==> src/rtl/or_reduce_pkg.sv <==
// Shared types and defaults for the OR-reduce scheduler: requester id width, response record
// and a ring-index helper usable for non-power-of-2 sizes.
package or_reduce_pkg;

    localparam int unsigned NUM_REQ_DEFAULT    = 4;
    localparam int unsigned BITWIDTH_DEFAULT   = 16;
    localparam int unsigned DP_LATENCY_DEFAULT = 4;
    localparam int unsigned RESP_DEPTH_DEFAULT = 8;

    localparam int unsigned ID_W = $clog2(NUM_REQ_DEFAULT);

    typedef struct packed {
        logic [ID_W-1:0] id;
        logic            result;
    } resp_t;

    function automatic int unsigned wrap_inc(input int unsigned v, input int unsigned n);
        return (v + 1 >= n) ? 0 : v + 1;
    endfunction

endpackage

==> src/rtl/or_reduce_resp_fifo.sv <==
// Synchronous response FIFO of resp_t. Head entry is read straight from the storage registers;
// pointers wrap at Depth so any depth works.
module or_reduce_resp_fifo
    import or_reduce_pkg::*;
#(
    parameter int unsigned Depth = RESP_DEPTH_DEFAULT
) (
    input  logic                       clk,
    input  logic                       rst,
    input  logic                       push,
    input  resp_t                      push_data,
    input  logic                       pop,
    output resp_t                      head,
    output logic                       full,
    output logic                       empty,
    output logic [$clog2(Depth+1)-1:0] count
);

    localparam int unsigned PtrW = (Depth > 1) ? $clog2(Depth) : 1;
    localparam int unsigned CntW = $clog2(Depth + 1);

    resp_t           mem_q [Depth];
    logic [PtrW-1:0] wr_ptr_q;
    logic [PtrW-1:0] rd_ptr_q;
    logic [CntW-1:0] count_q;
    logic            do_pop;

    function automatic logic [PtrW-1:0] ptr_inc(input logic [PtrW-1:0] p);
        return (p == PtrW'(Depth - 1)) ? '0 : p + PtrW'(1);
    endfunction

    assign full   = (count_q == CntW'(Depth));
    assign empty  = (count_q == '0);
    assign count  = count_q;
    assign head   = mem_q[rd_ptr_q];
    assign do_pop = pop && !empty;

    always_ff @(posedge clk) begin
        if (rst) begin
            wr_ptr_q <= '0;
            rd_ptr_q <= '0;
            count_q  <= '0;
            for (int unsigned i = 0; i < Depth; i++) begin
                mem_q[i] <= '0;
            end
        end else begin
            if (push) begin
                mem_q[wr_ptr_q] <= push_data;
                wr_ptr_q        <= ptr_inc(wr_ptr_q);
            end
            if (do_pop) begin
                rd_ptr_q <= ptr_inc(rd_ptr_q);
            end
            case ({push, do_pop})
                2'b10:   count_q <= count_q + CntW'(1);
                2'b01:   count_q <= count_q - CntW'(1);
                default: count_q <= count_q;
            endcase
        end
    end

    // A full FIFO may only accept a push when the head leaves in the same cycle.
    a_no_overflow: assert property (@(posedge clk) disable iff (rst) !(push && full && !pop));
    a_no_underflow: assert property (@(posedge clk) disable iff (rst) !(pop && empty));

endmodule

==> src/rtl/or_reduce_sched.sv <==
// Round-robin scheduler sharing one fixed-latency OR-reduce datapath among NUM_REQ requesters,
// with id tagging, credit flow control and an in-order response FIFO.
module or_reduce_sched
    import or_reduce_pkg::*;
#(
    parameter int unsigned NUM_REQ    = NUM_REQ_DEFAULT,
    parameter int unsigned BITWIDTH   = BITWIDTH_DEFAULT,
    parameter int unsigned DP_LATENCY = DP_LATENCY_DEFAULT,
    parameter int unsigned RESP_DEPTH = RESP_DEPTH_DEFAULT
) (
    input  logic                        clk,
    input  logic                        rst,
    input  logic [NUM_REQ-1:0]          req_valid,
    output logic [NUM_REQ-1:0]          req_ready,
    input  logic [NUM_REQ*BITWIDTH-1:0] req_data,
    output logic                        dp_valid,
    output logic [BITWIDTH-1:0]         dp_a,
    input  logic                        dp_result,
    output logic                        resp_valid,
    input  logic                        resp_ready,
    output logic [$clog2(NUM_REQ)-1:0]  resp_id,
    output logic                        resp_result
);

    localparam int unsigned IdW   = $clog2(NUM_REQ);
    localparam int unsigned CredW = $clog2(RESP_DEPTH + 1);
    localparam int unsigned CntW  = $clog2(RESP_DEPTH + 1);

    logic [IdW-1:0]      rr_ptr_q;
    logic [IdW-1:0]      grant_id;
    logic                grant_any;
    logic                can_issue;
    logic                handshake;
    logic [CredW-1:0]    credits_q;

    logic                dp_valid_q;
    logic [BITWIDTH-1:0] dp_a_q;
    logic [IdW-1:0]      issue_id_q;

    logic [DP_LATENCY-1:0] tag_valid_q;
    logic [IdW-1:0]        tag_id_q [DP_LATENCY];

    resp_t           push_data;
    resp_t           head;
    logic            push;
    logic            pop;
    logic            fifo_full;
    logic            fifo_empty;
    logic [CntW-1:0] fifo_count;

    // ---------------- arbitration ----------------
    always_comb begin
        int unsigned idx;
        grant_any = 1'b0;
        grant_id  = '0;
        idx       = 0;
        for (int unsigned k = 0; k < NUM_REQ; k++) begin
            idx = 32'(rr_ptr_q) + k;
            if (idx >= NUM_REQ) begin
                idx = idx - NUM_REQ;
            end
            if (!grant_any && req_valid[IdW'(idx)]) begin
                grant_any = 1'b1;
                grant_id  = IdW'(idx);
            end
        end
    end

    // Ready is masked during reset so no request is consumed while state is being cleared.
    assign can_issue = (credits_q != '0) && !rst;

    always_comb begin
        req_ready = '0;
        if (can_issue && grant_any) begin
            req_ready[grant_id] = 1'b1;
        end
    end

    assign handshake = |(req_valid & req_ready);

    // ---------------- issue register ----------------
    always_ff @(posedge clk) begin
        if (rst) begin
            rr_ptr_q   <= '0;
            dp_valid_q <= 1'b0;
            dp_a_q     <= '0;
            issue_id_q <= '0;
        end else begin
            dp_valid_q <= handshake;
            if (handshake) begin
                dp_a_q     <= req_data[32'(grant_id)*BITWIDTH +: BITWIDTH];
                issue_id_q <= grant_id;
                rr_ptr_q   <= IdW'(wrap_inc(32'(grant_id), NUM_REQ));
            end
        end
    end

    assign dp_valid = dp_valid_q;
    assign dp_a     = dp_a_q;

    // ---------------- tag pipe ----------------
    // Mirrors the datapath latency so the exiting tag lines up with dp_result.
    always_ff @(posedge clk) begin
        if (rst) begin
            tag_valid_q <= '0;
            for (int unsigned i = 0; i < DP_LATENCY; i++) begin
                tag_id_q[i] <= '0;
            end
        end else begin
            tag_valid_q[0] <= dp_valid_q;
            tag_id_q[0]    <= issue_id_q;
            for (int unsigned i = 1; i < DP_LATENCY; i++) begin
                tag_valid_q[i] <= tag_valid_q[i-1];
                tag_id_q[i]    <= tag_id_q[i-1];
            end
        end
    end

    assign push             = tag_valid_q[DP_LATENCY-1];
    assign push_data.id     = tag_id_q[DP_LATENCY-1];
    assign push_data.result = dp_result;

    // ---------------- credits ----------------
    assign pop = resp_ready && !fifo_empty;

    always_ff @(posedge clk) begin
        if (rst) begin
            credits_q <= CredW'(RESP_DEPTH);
        end else begin
            case ({handshake, pop})
                2'b10:   credits_q <= credits_q - CredW'(1);
                2'b01:   credits_q <= credits_q + CredW'(1);
                default: credits_q <= credits_q;
            endcase
        end
    end

    // ---------------- response FIFO ----------------
    or_reduce_resp_fifo #(
        .Depth (RESP_DEPTH)
    ) u_fifo (
        .clk       (clk),
        .rst       (rst),
        .push      (push),
        .push_data (push_data),
        .pop       (pop),
        .head      (head),
        .full      (fifo_full),
        .empty     (fifo_empty),
        .count     (fifo_count)
    );

    assign resp_valid  = !fifo_empty;
    assign resp_id     = head.id;
    assign resp_result = head.result;

    // Every credit is either free, riding the issue/tag pipe, or parked in the FIFO.
    a_credit_conservation: assert property (@(posedge clk) disable iff (rst)
        32'(credits_q) + $countones({tag_valid_q, dp_valid_q}) + 32'(fifo_count) == RESP_DEPTH);
    a_credit_bound: assert property (@(posedge clk) disable iff (rst)
        32'(credits_q) <= RESP_DEPTH);
    a_push_not_full: assert property (@(posedge clk) disable iff (rst)
        !(push && fifo_full && !pop));
    a_ready_onehot: assert property (@(posedge clk) $onehot0(req_ready));

endmodule

==> config.mk <==
export PLATFORM = sky130hd
export DESIGN_NAME = or_reduce_sched
export DESIGN_NICKNAME = d
export VERILOG_FILES = /design/src/rtl/or_reduce_pkg.sv /design/src/rtl/or_reduce_resp_fifo.sv /design/src/rtl/or_reduce_sched.sv
export SDC_FILE = /design/constraint.sdc
export NUM_CORES = 1
export LEC_CHECK = 0
export BUFFER_PORTS_ARGS = -buffer_cell sky130_fd_sc_hd__buf_2
export CAP_MARGIN = 20
export CORE_AREA = 3 3 80 101
export CTS_BUF_LIST = sky130_fd_sc_hd__clkbuf_8 sky130_fd_sc_hd__clkbuf_16
export DETAILED_ROUTE_END_ITERATION = 8
export DIE_AREA = 0 0 83 104
export PLACE_DENSITY_LB_ADDON = 0.12
export REMOVE_ABC_BUFFERS = 1
export SLEW_MARGIN = 20
export SYNTH_ARGS = -nofsm -noshare
export SYNTH_HDL_FRONTEND = slang
export SYNTH_HIERARCHICAL = 1
export SYNTH_SLANG_ARGS = --single-unit
==> constraint.sdc <==
create_clock -name clk -period 5.1 [get_ports clk]
set_clock_uncertainty 0.05 [all_clocks]
set_input_delay 0.255 -clock clk [delete_from_list [all_inputs] [get_ports clk]]
set_output_delay 0.255 -clock clk [all_outputs]
set_load 0.03 [all_outputs]
==> results of run 1 <==
## layout by cell type, fill, tap and decap left out, drive strengths merged, types with 2 or more instances in the layout
| master | n |
|---|---|
| mux2i | 5 |
| edfxtp | 24 |
| and2 | 27 |
| a211oi | 17 |
| nor2 | 26 |
| clkbuf | 10 |
| buf | 99 |
| clkinv | 3 |
| xor2 | 4 |
| or2 | 8 |
| nor4 | 4 |
| nor2b | 14 |
| nand2 | 56 |
| or3b | 2 |
| xnor2 | 2 |
| mux2 | 4 |
| mux4 | 6 |
| dfxtp | 50 |
| ha | 11 |
| inv | 15 |
| a311o | 16 |
| nor3 | 3 |
| a21oi | 27 |
| o41ai | 2 |
| nand2b | 3 |
| a21boi | 16 |
| o21ai | 3 |
| a21o | 2 |
## worst max-delay path, stage by stage, from the launching register on
cell,delay (ns)
dfxtp_1,0.36
and2_1,0.16
o221ai_2,0.51
nand2_2,0.41
inv_2,0.14
ha_1,0.17
and2_1,0.12
o31a_1,0.33
inv_6,0.17
ha_1,0.27
inv_1,0.12
ha_1,0.24
a21o_1,0.17
a21oi_1,0.17
xnor2_1,0.10
o21ai_0,0.13
or3b_1,0.34
## how the worst max path moves through the flow
stage	start	endpoint	slack, ns	cells past startpoint
floorplan	rr_ptr_q[1]	credits_q[3]	1.28	16
global placement	req_valid[1]	credits_q[3]	1.12	17
detailed placement	req_valid[1]	credits_q[3]	0.96	17
CTS	rr_ptr_q[1]	credits_q[3]	1.05	16
global route	rr_ptr_q[1]	credits_q[3]	0.66	16
finish	rr_ptr_q[1]	credits_q[3]	1.04	16
## power groups by stage
| stage | Clock (mW) | Sequential (mW) | Combinational [mW] |
|---|---|---|---|
| 6_report | 0.434 | 0.697 | 0.410 |
| 5_1_grt | 0.471 | 0.704 | 0.454 |
| 4_1_cts | 0.447 | 0.697 | 0.411 |
| 3_5_place_dp | 0 | 0.710 | 0.410 |
| 3_3_place_gp | 0 | 0.708 | 0.405 |
| 2_1_floorplan | 0 | 0.752 | 0.235 |
## cell type report
class | instances | area (um^2) | area share (%)
clock buffers | 10 | 148.9 | 3.344
clock inverters | 6 | 45.04 | 1.012
inverters | 12 | 50.05 | 1.124
multi-input cells | 271 | 1869 | 41.98
flip-flops and latches | 74 | 1722 | 38.66
well taps | 92 | 115.1 | 2.585
repair buffers | 99 | 503.0 | 11.30
## routing by layer
layer / up-vias / track usage (%)
met2: 105 / 34.98
met4: 0 / 8.528
li1: 1533 / -
met1: 1389 / 22.70
met5: - / 0
met3: 19 / 4.041
## flip-flops by register name, summed over array words and instances (netlist names), named ones only
name and count:
u_fifo/wr_ptr_q 3, dp_a 16, u_fifo/count 4, u_fifo/mem_q 24
rr_ptr_q 2, credits_q 4, dp_valid 1, issue_id_q 2
u_fifo/rd_ptr_q 3, tag_valid_q 4, tag_id_q 8
## stage by stage
step / std cells / cell area, um^2
final: 564 / 4453
after global routing: 564 / 4453
after CTS: 564 / 4453
after detailed placement: 548 / 4259
after global placement: 548 / 4259
after floorplan: 357 / 3641
==> metrics.txt, run 1 <==
# TYPE chip_impl_metric gauge
chip_impl_metric{name="routed-wl-met3",unit="um"} 523
chip_impl_info{name="timing.critical_path.from_type",value="register"} 1
chip_impl_metric{name="diodes",unit=""} 0
chip_impl_metric{name="met1_wl",unit="um"} 3258
chip_impl_metric{name="cts.clk_slew.worst_paths",unit="ns"} 0.09
chip_impl_info{name="clock_tree_from_tritoncts",value="yes"} 1
chip_impl_metric{name="transition_time_of_the_tightest_slew_check_pin",unit="ns"} 0.6569
chip_impl_info{name="capturing_point_of_the_worst_reg2reg_path",value="credits_q[3]"} 1
chip_impl_metric{name="final.setup.tns",unit="ns"} 0
chip_impl_metric{name="power.clock.fraction",unit="%"} 28.2
chip_impl_metric{name="port-buffer-count",unit=""} 96
chip_impl_metric{name="totalWireLength",unit="um"} 8418
chip_impl_metric{name="reg2reg_depth",unit=""} 16
chip_impl_metric{name="starting_density_of_the_core",unit="%"} 51.94
chip_impl_metric{name="p_leak",unit="nW"} 1.957
chip_impl_metric{name="cts-hold-fix-buffers",unit=""} 0
chip_impl_metric{name="placement.setup.worst_slack",unit="ns"} 0.9566
chip_impl_metric{name="via_count",unit=""} 3046
chip_impl_metric{name="grt.total_usage",unit="%"} 19.70
chip_impl_metric{name="crit_path_max_fanout",unit=""} 34
chip_impl_metric{name="rrSetupSlack",unit="ns"} 1.04
chip_impl_metric{name="initial_antenna_violation_count",unit=""} 0
chip_impl_metric{name="synth-warning-count",unit=""} 6
chip_impl_info{name="grt_setup_unrepaired",value="false"} 1
chip_impl_metric{name="drc",unit=""} 0
chip_impl_metric{name="placementRows",unit=""} 35
chip_impl_info{name="r2r_path_start",value="rr_ptr_q[1]"} 1
chip_impl_info{name="hold_class",value="in -> reg"} 1
chip_impl_metric{name="power_density_relative_to_cell_area",unit="nW/um^2"} 346.0
chip_impl_metric{name="antenna_violating_nets_post_route",unit=""} 0
chip_impl_metric{name="max_slew_margin",unit="%"} 56.20
chip_impl_metric{name="power.internal",unit="mW"} 1.028
chip_impl_metric{name="vias_per_cell",unit=""} 5.401
chip_impl_info{name="crit_path_end_kind",value="register"} 1
chip_impl_metric{name="pin_count_of_the_biggest_net_entering_global_routing",unit=""} 60
chip_impl_metric{name="drv_slew",unit=""} 0
chip_impl_metric{name="timing.fmax",unit="MHz"} 246.4
chip_impl_metric{name="design.core.area",unit="um^2"} 7269
chip_impl_metric{name="final_net_count",unit=""} 551
chip_impl_metric{name="global_route_wire_length_before_repair",unit="um"} 13960
chip_impl_metric{name="ir_worst_vdd",unit="mV"} 0.2163
chip_impl_metric{name="remaining_global_route_overflow",unit=""} 0
chip_impl_metric{name="route.met2.wl",unit="um"} 4429
chip_impl_metric{name="post_cts_buffers",unit=""} 0
chip_impl_metric{name="finalCoreUtilization",unit="%"} 61.26
chip_impl_metric{name="layout_min_cycle_time",unit="ns"} 4.058
chip_impl_info{name="min-delay-start",value="req_data[33]"} 1
chip_impl_metric{name="die_extent_in_x",unit="um"} 83
chip_impl_metric{name="fin_ws",unit="ns"} 1.042
chip_impl_metric{name="final-setup-viol-count",unit=""} 0
chip_impl_metric{name="vertical_die_dimension",unit="um"} 104
chip_impl_metric{name="hold_slack",unit="ns"} 0.2597
chip_impl_metric{name="layout-drive-gt1-share",unit="%"} 28.39
chip_impl_metric{name="ctsLongestPathBuffers",unit=""} 2
chip_impl_info{name="outcome",value="completed"} 1
chip_impl_metric{name="syn-cell-area",unit="um^2"} 3776
chip_impl_metric{name="net-switching-power",unit="mW"} 0.5123
chip_impl_metric{name="synthesis.instances",unit=""} 380
chip_impl_metric{name="numCtsBuffers",unit=""} 9
chip_impl_metric{name="final-hold-violation-count",unit=""} 0
chip_impl_metric{name="cap_violations",unit=""} 0
chip_impl_metric{name="finalWeightedCongestion",unit=""} 0.8837
chip_impl_metric{name="synthesis.area_per_instance",unit="um^2"} 9.937
chip_impl_metric{name="post_cts.resized_instances",unit=""} 0
chip_impl_metric{name="hold_critical_path_depth",unit=""} 4
chip_impl_metric{name="share_seq_of_total_power",unit="%"} 45.2
chip_impl_metric{name="drt_pass1_iterations",unit=""} 4
chip_impl_info{name="hold_end",value="dp_a[1]"} 1
chip_impl_metric{name="drt_first_iter_violations",unit=""} 156
chip_impl_info{name="clock-root-buffer",value="clkbuf_8"} 1
chip_impl_metric{name="wire_per_inst",unit="um"} 14.93
chip_impl_metric{name="cts.sinks",unit=""} 74
chip_impl_metric{name="grt_pass1_vias",unit=""} 2997
chip_impl_metric{name="place_hpwl",unit="um"} 6166
chip_impl_info{name="worst-setup-path-type",value="reg -> reg"} 1
chip_impl_info{name="highest_layer",value="met4"} 1
chip_impl_metric{name="critPathRequiredTime",unit="ns"} 5.28
chip_impl_metric{name="floorplan.die_area",unit="um^2"} 8632
chip_impl_metric{name="share_comb_of_total_power",unit="%"} 26.6
chip_impl_metric{name="sw_frac_of_total",unit="%"} 33.25
chip_impl_metric{name="syn_to_final_growth",unit="%"} 17.93
chip_impl_metric{name="fill_cells",unit=""} 663
chip_impl_metric{name="layout_worst_path_cycle_share",unit="%"} 79.58
chip_impl_metric{name="clkLatencyLatePin",unit="ns"} 0.34
chip_impl_metric{name="cp.arrival",unit="ns"} 4.24
chip_impl_metric{name="fin_total_pwr",unit="mW"} 1.541
chip_impl_metric{name="pin_count",unit=""} 97
chip_impl_metric{name="cts.htree.levels",unit=""} 3
No activity file was read; power rests on OpenSTA's default activity.
==> run 2: changes to the inputs <==
- ABC_AREA: default -> 1
- CORE_AREA: 3 3 80 101 -> 3 3 83 105
- DIE_AREA: 0 0 83 104 -> 0 0 86 108
- clock period: 5.1 -> 3.9 ns (I/O delays scaled with it)
==> run 2 against run 1 <==
Critical path depth rose by 8. Sequential share of layout area fell by 3.4 points. Register-to-register slack got worse by 0.68 ns. Via count rose by 28%. Global-route usage rose by 1.2 points. Fmax rose by 15%. Critical endpoint unchanged. Flip-flop and latch count did not move. Highest routed layer unchanged. Cell count rose by 39%. Synthesized cell count rose by 56%. Critical path type unchanged. Hold slack got worse by 0.055 ns.
==> metrics.txt, run 2 <==
# TYPE chip_impl_metric gauge
chip_impl_info{name="outcome",value="completed"} 1
chip_impl_metric{name="port-buffer-count",unit=""} 96
chip_impl_metric{name="floorplan.die_area",unit="um^2"} 9288
chip_impl_metric{name="placement.setup.worst_slack",unit="ns"} -0.05046
chip_impl_metric{name="global_route_wire_length_before_repair",unit="um"} 15510
chip_impl_metric{name="grt.total_usage",unit="%"} 20.87
chip_impl_metric{name="net-switching-power",unit="mW"} 1.626
chip_impl_metric{name="ir_worst_vdd",unit="mV"} 0.5779
chip_impl_metric{name="synthesis.instances",unit=""} 592
chip_impl_metric{name="dpl.cell_count",unit=""} 767
chip_impl_info{name="crit_path_end_kind",value="register"} 1
chip_impl_metric{name="synth-warning-count",unit=""} 6
chip_impl_metric{name="power_density_relative_to_cell_area",unit="nW/um^2"} 688.7
chip_impl_metric{name="critPathRequiredTime",unit="ns"} 4.09
chip_impl_metric{name="cp.arrival",unit="ns"} 3.73
chip_impl_metric{name="transition_time_of_the_tightest_slew_check_pin",unit="ns"} 0.8433
chip_impl_metric{name="share_seq_of_total_power",unit="%"} 30.5
chip_impl_info{name="clock-root-buffer",value="clkbuf_8"} 1
chip_impl_metric{name="clkLatencyLatePin",unit="ns"} 0.35
chip_impl_metric{name="die_extent_in_x",unit="um"} 86
chip_impl_metric{name="reg2reg_depth",unit=""} 24
chip_impl_metric{name="share_comb_of_total_power",unit="%"} 53.1
chip_impl_metric{name="power.clock.fraction",unit="%"} 16.4
chip_impl_info{name="highest_layer",value="met4"} 1
chip_impl_metric{name="totalWireLength",unit="um"} 9411
chip_impl_metric{name="vias_per_cell",unit=""} 4.989
chip_impl_metric{name="grt_pass1_vias",unit=""} 3656
chip_impl_metric{name="layout_min_cycle_time",unit="ns"} 3.542
chip_impl_info{name="r2r_path_start",value="rr_ptr_q[1]"} 1
chip_impl_metric{name="crit_path_max_fanout",unit=""} 14
chip_impl_metric{name="drt_pass1_iterations",unit=""} 4
chip_impl_metric{name="cap_violations",unit=""} 0
chip_impl_info{name="min-delay-start",value="req_data[4]"} 1
chip_impl_metric{name="pin_count",unit=""} 97
chip_impl_metric{name="met1_wl",unit="um"} 3863
chip_impl_info{name="most_common_library_cell_in_the_layout_ignoring_fill_and_taps",value="nand2_1"} 1
chip_impl_metric{name="final-hold-violation-count",unit=""} 0
chip_impl_info{name="hold_end",value="dp_a[4]"} 1
chip_impl_metric{name="hold_slack",unit="ns"} 0.2043
chip_impl_metric{name="fin_ws",unit="ns"} 0.3578
chip_impl_metric{name="cts.htree.levels",unit=""} 3
chip_impl_metric{name="final_net_count",unit=""} 767
chip_impl_metric{name="layout-drive-gt1-share",unit="%"} 21.80
chip_impl_metric{name="drv_slew",unit=""} 0
chip_impl_metric{name="cts.sinks",unit=""} 74
chip_impl_info{name="clock_tree_from_tritoncts",value="yes"} 1
chip_impl_metric{name="initial_antenna_violation_count",unit=""} 0
chip_impl_metric{name="rrSetupSlack",unit="ns"} 0.36
chip_impl_metric{name="syn_to_final_growth",unit="%"} 16.95
chip_impl_metric{name="numCtsBuffers",unit=""} 9
chip_impl_metric{name="drt_first_iter_violations",unit=""} 101
chip_impl_metric{name="via_count",unit=""} 3906
chip_impl_metric{name="hold_critical_path_depth",unit=""} 7
chip_impl_metric{name="ctsLongestPathBuffers",unit=""} 2
chip_impl_metric{name="cts.clk_slew.worst_paths",unit="ns"} 0.08
chip_impl_metric{name="fin_total_pwr",unit="mW"} 3.366
chip_impl_metric{name="sw_frac_of_total",unit="%"} 48.31
chip_impl_metric{name="post_cts_buffers",unit=""} 0
chip_impl_metric{name="pin_count_of_the_biggest_net_entering_global_routing",unit=""} 26
chip_impl_metric{name="diodes",unit=""} 0
chip_impl_metric{name="vertical_die_dimension",unit="um"} 108
chip_impl_metric{name="final-setup-viol-count",unit=""} 0
chip_impl_info{name="registers.top_by_ff_count",value="u_fifo/mem_q"} 1
chip_impl_metric{name="wire_per_inst",unit="um"} 12.02
chip_impl_metric{name="starting_density_of_the_core",unit="%"} 53.63
chip_impl_metric{name="layout_worst_path_cycle_share",unit="%"} 90.83
chip_impl_info{name="worst-setup-path-type",value="reg -> reg"} 1
chip_impl_metric{name="remaining_global_route_overflow",unit=""} 0
chip_impl_metric{name="fill_cells",unit=""} 729
chip_impl_metric{name="place_hpwl",unit="um"} 7252
chip_impl_metric{name="drc",unit=""} 0
chip_impl_metric{name="finalWeightedCongestion",unit=""} 0.9028
chip_impl_metric{name="design.core.area",unit="um^2"} 7792
chip_impl_metric{name="max_slew_margin",unit="%"} 43.30
chip_impl_metric{name="number_of_flip_flops_under_the_largest_register_name",unit=""} 24
chip_impl_metric{name="p_leak",unit="nW"} 2.504
chip_impl_info{name="capturing_point_of_the_worst_reg2reg_path",value="credits_q[3]"} 1
chip_impl_metric{name="syn-cell-area",unit="um^2"} 4179
chip_impl_metric{name="timing.fmax",unit="MHz"} 282.3
chip_impl_metric{name="synthesis.area_per_instance",unit="um^2"} 7.059
chip_impl_metric{name="power.internal",unit="mW"} 1.740
chip_impl_info{name="hold_class",value="in -> reg"} 1
chip_impl_metric{name="routed-wl-met3",unit="um"} 458
chip_impl_info{name="timing.critical_path.from_type",value="register"} 1
chip_impl_metric{name="placementRows",unit=""} 36
chip_impl_metric{name="route.met2.wl",unit="um"} 4986
chip_impl_info{name="layout_common_cells",value="211 x nand2_1, 96 x buf_2, 91 x nor2_1, 49 x dfxtp_1, 47 x inv_1"} 1
chip_impl_metric{name="antenna_violating_nets_post_route",unit=""} 0
chip_impl_info{name="grt_setup_unrepaired",value="false"} 1
chip_impl_metric{name="final_cells",unit=""} 783
[run 2: per-stage QoR]
| stage | util, % | area, um^2 | TNS [ns] |
|---|---|---|---|
| 6_report | 62.72 | 4887 | 0 |
| 3_5_place_dp | 60.05 | 4679 | -0.05046 |
| 3_3_place_gp | 60.05 | 4679 | 0 |
| 5_1_grt | 62.72 | 4887 | 0 |
| 2_1_floorplan | - | 4043 | 0 |
| 4_1_cts | 62.43 | 4865 | 0 |
[run 2: cell type report]
class	instances	area [um^2]	share of cell area, %
clock buffers	9	123.9	2.535
multi-input cells	443	2131	43.60
well taps	95	118.9	2.432
clock inverters	7	60.06	1.229
repair buffers	101	518.0	10.60
inverters	54	210.2	4.301
flip-flops and latches	74	1725	35.30
[run 2: worst max-delay path: stages, from the launching register on]
cell	delay, ns
dfxtp_1	0.44
inv_2	0.10
nand2_1	0.07
nand2_1	0.11
nand2_1	0.11
nand2_2	0.10
nand2_1	0.13
nand2_4	0.13
nand2_4	0.17
nand2_2	0.07
ha_1	0.20
nand3_2	0.16
nand3_4	0.10
inv_4	0.13
ha_1	0.21
inv_1	0.10
ha_1	0.32
nand2_1	0.08
nor2_1	0.04
a211oi_1	0.22
nand2_1	0.08
nand2_1	0.07
nor2_1	0.05
a21oi_1	0.11
o21ai_0	0.09
[run 2: repair_timing]
action / 4_1_cts / 5_1_grt
setup endpoints to repair: 1 / 1
hold buffers: 0 / 0
resized for setup: 1 / 6
[run 2: worst max-delay path by stage]
stage,start,end
detailed placement,rr_ptr_q[0],credits_q[3]
global route,rr_ptr_q[0],credits_q[3]
finish,rr_ptr_q[1],credits_q[3]
global placement,rr_ptr_q[0],credits_q[3]
CTS,rr_ptr_q[0],credits_q[3]
floorplan,rr_ptr_q[0],credits_q[3]
[run 2: layer usage]
layer / global-route usage, % / vias up
met3: 4.954 / 9
met4: 6.109 / 0
met5: 0 / -
met1: 23.01 / 1738
li1: - / 2066
met2: 39.14 / 93
[run 2: power by group through the flow]
stage | logic [mW] | registers [mW] | clock network, mW
floorplan | 1.18 | 1.16 | 0
global placement | 1.74 | 1.04 | 0
detailed placement | 1.77 | 1.04 | 0
CTS | 1.77 | 1.02 | 0.571
global route | 2.02 | 1.04 | 0.603
finish | 1.79 | 1.03 | 0.553
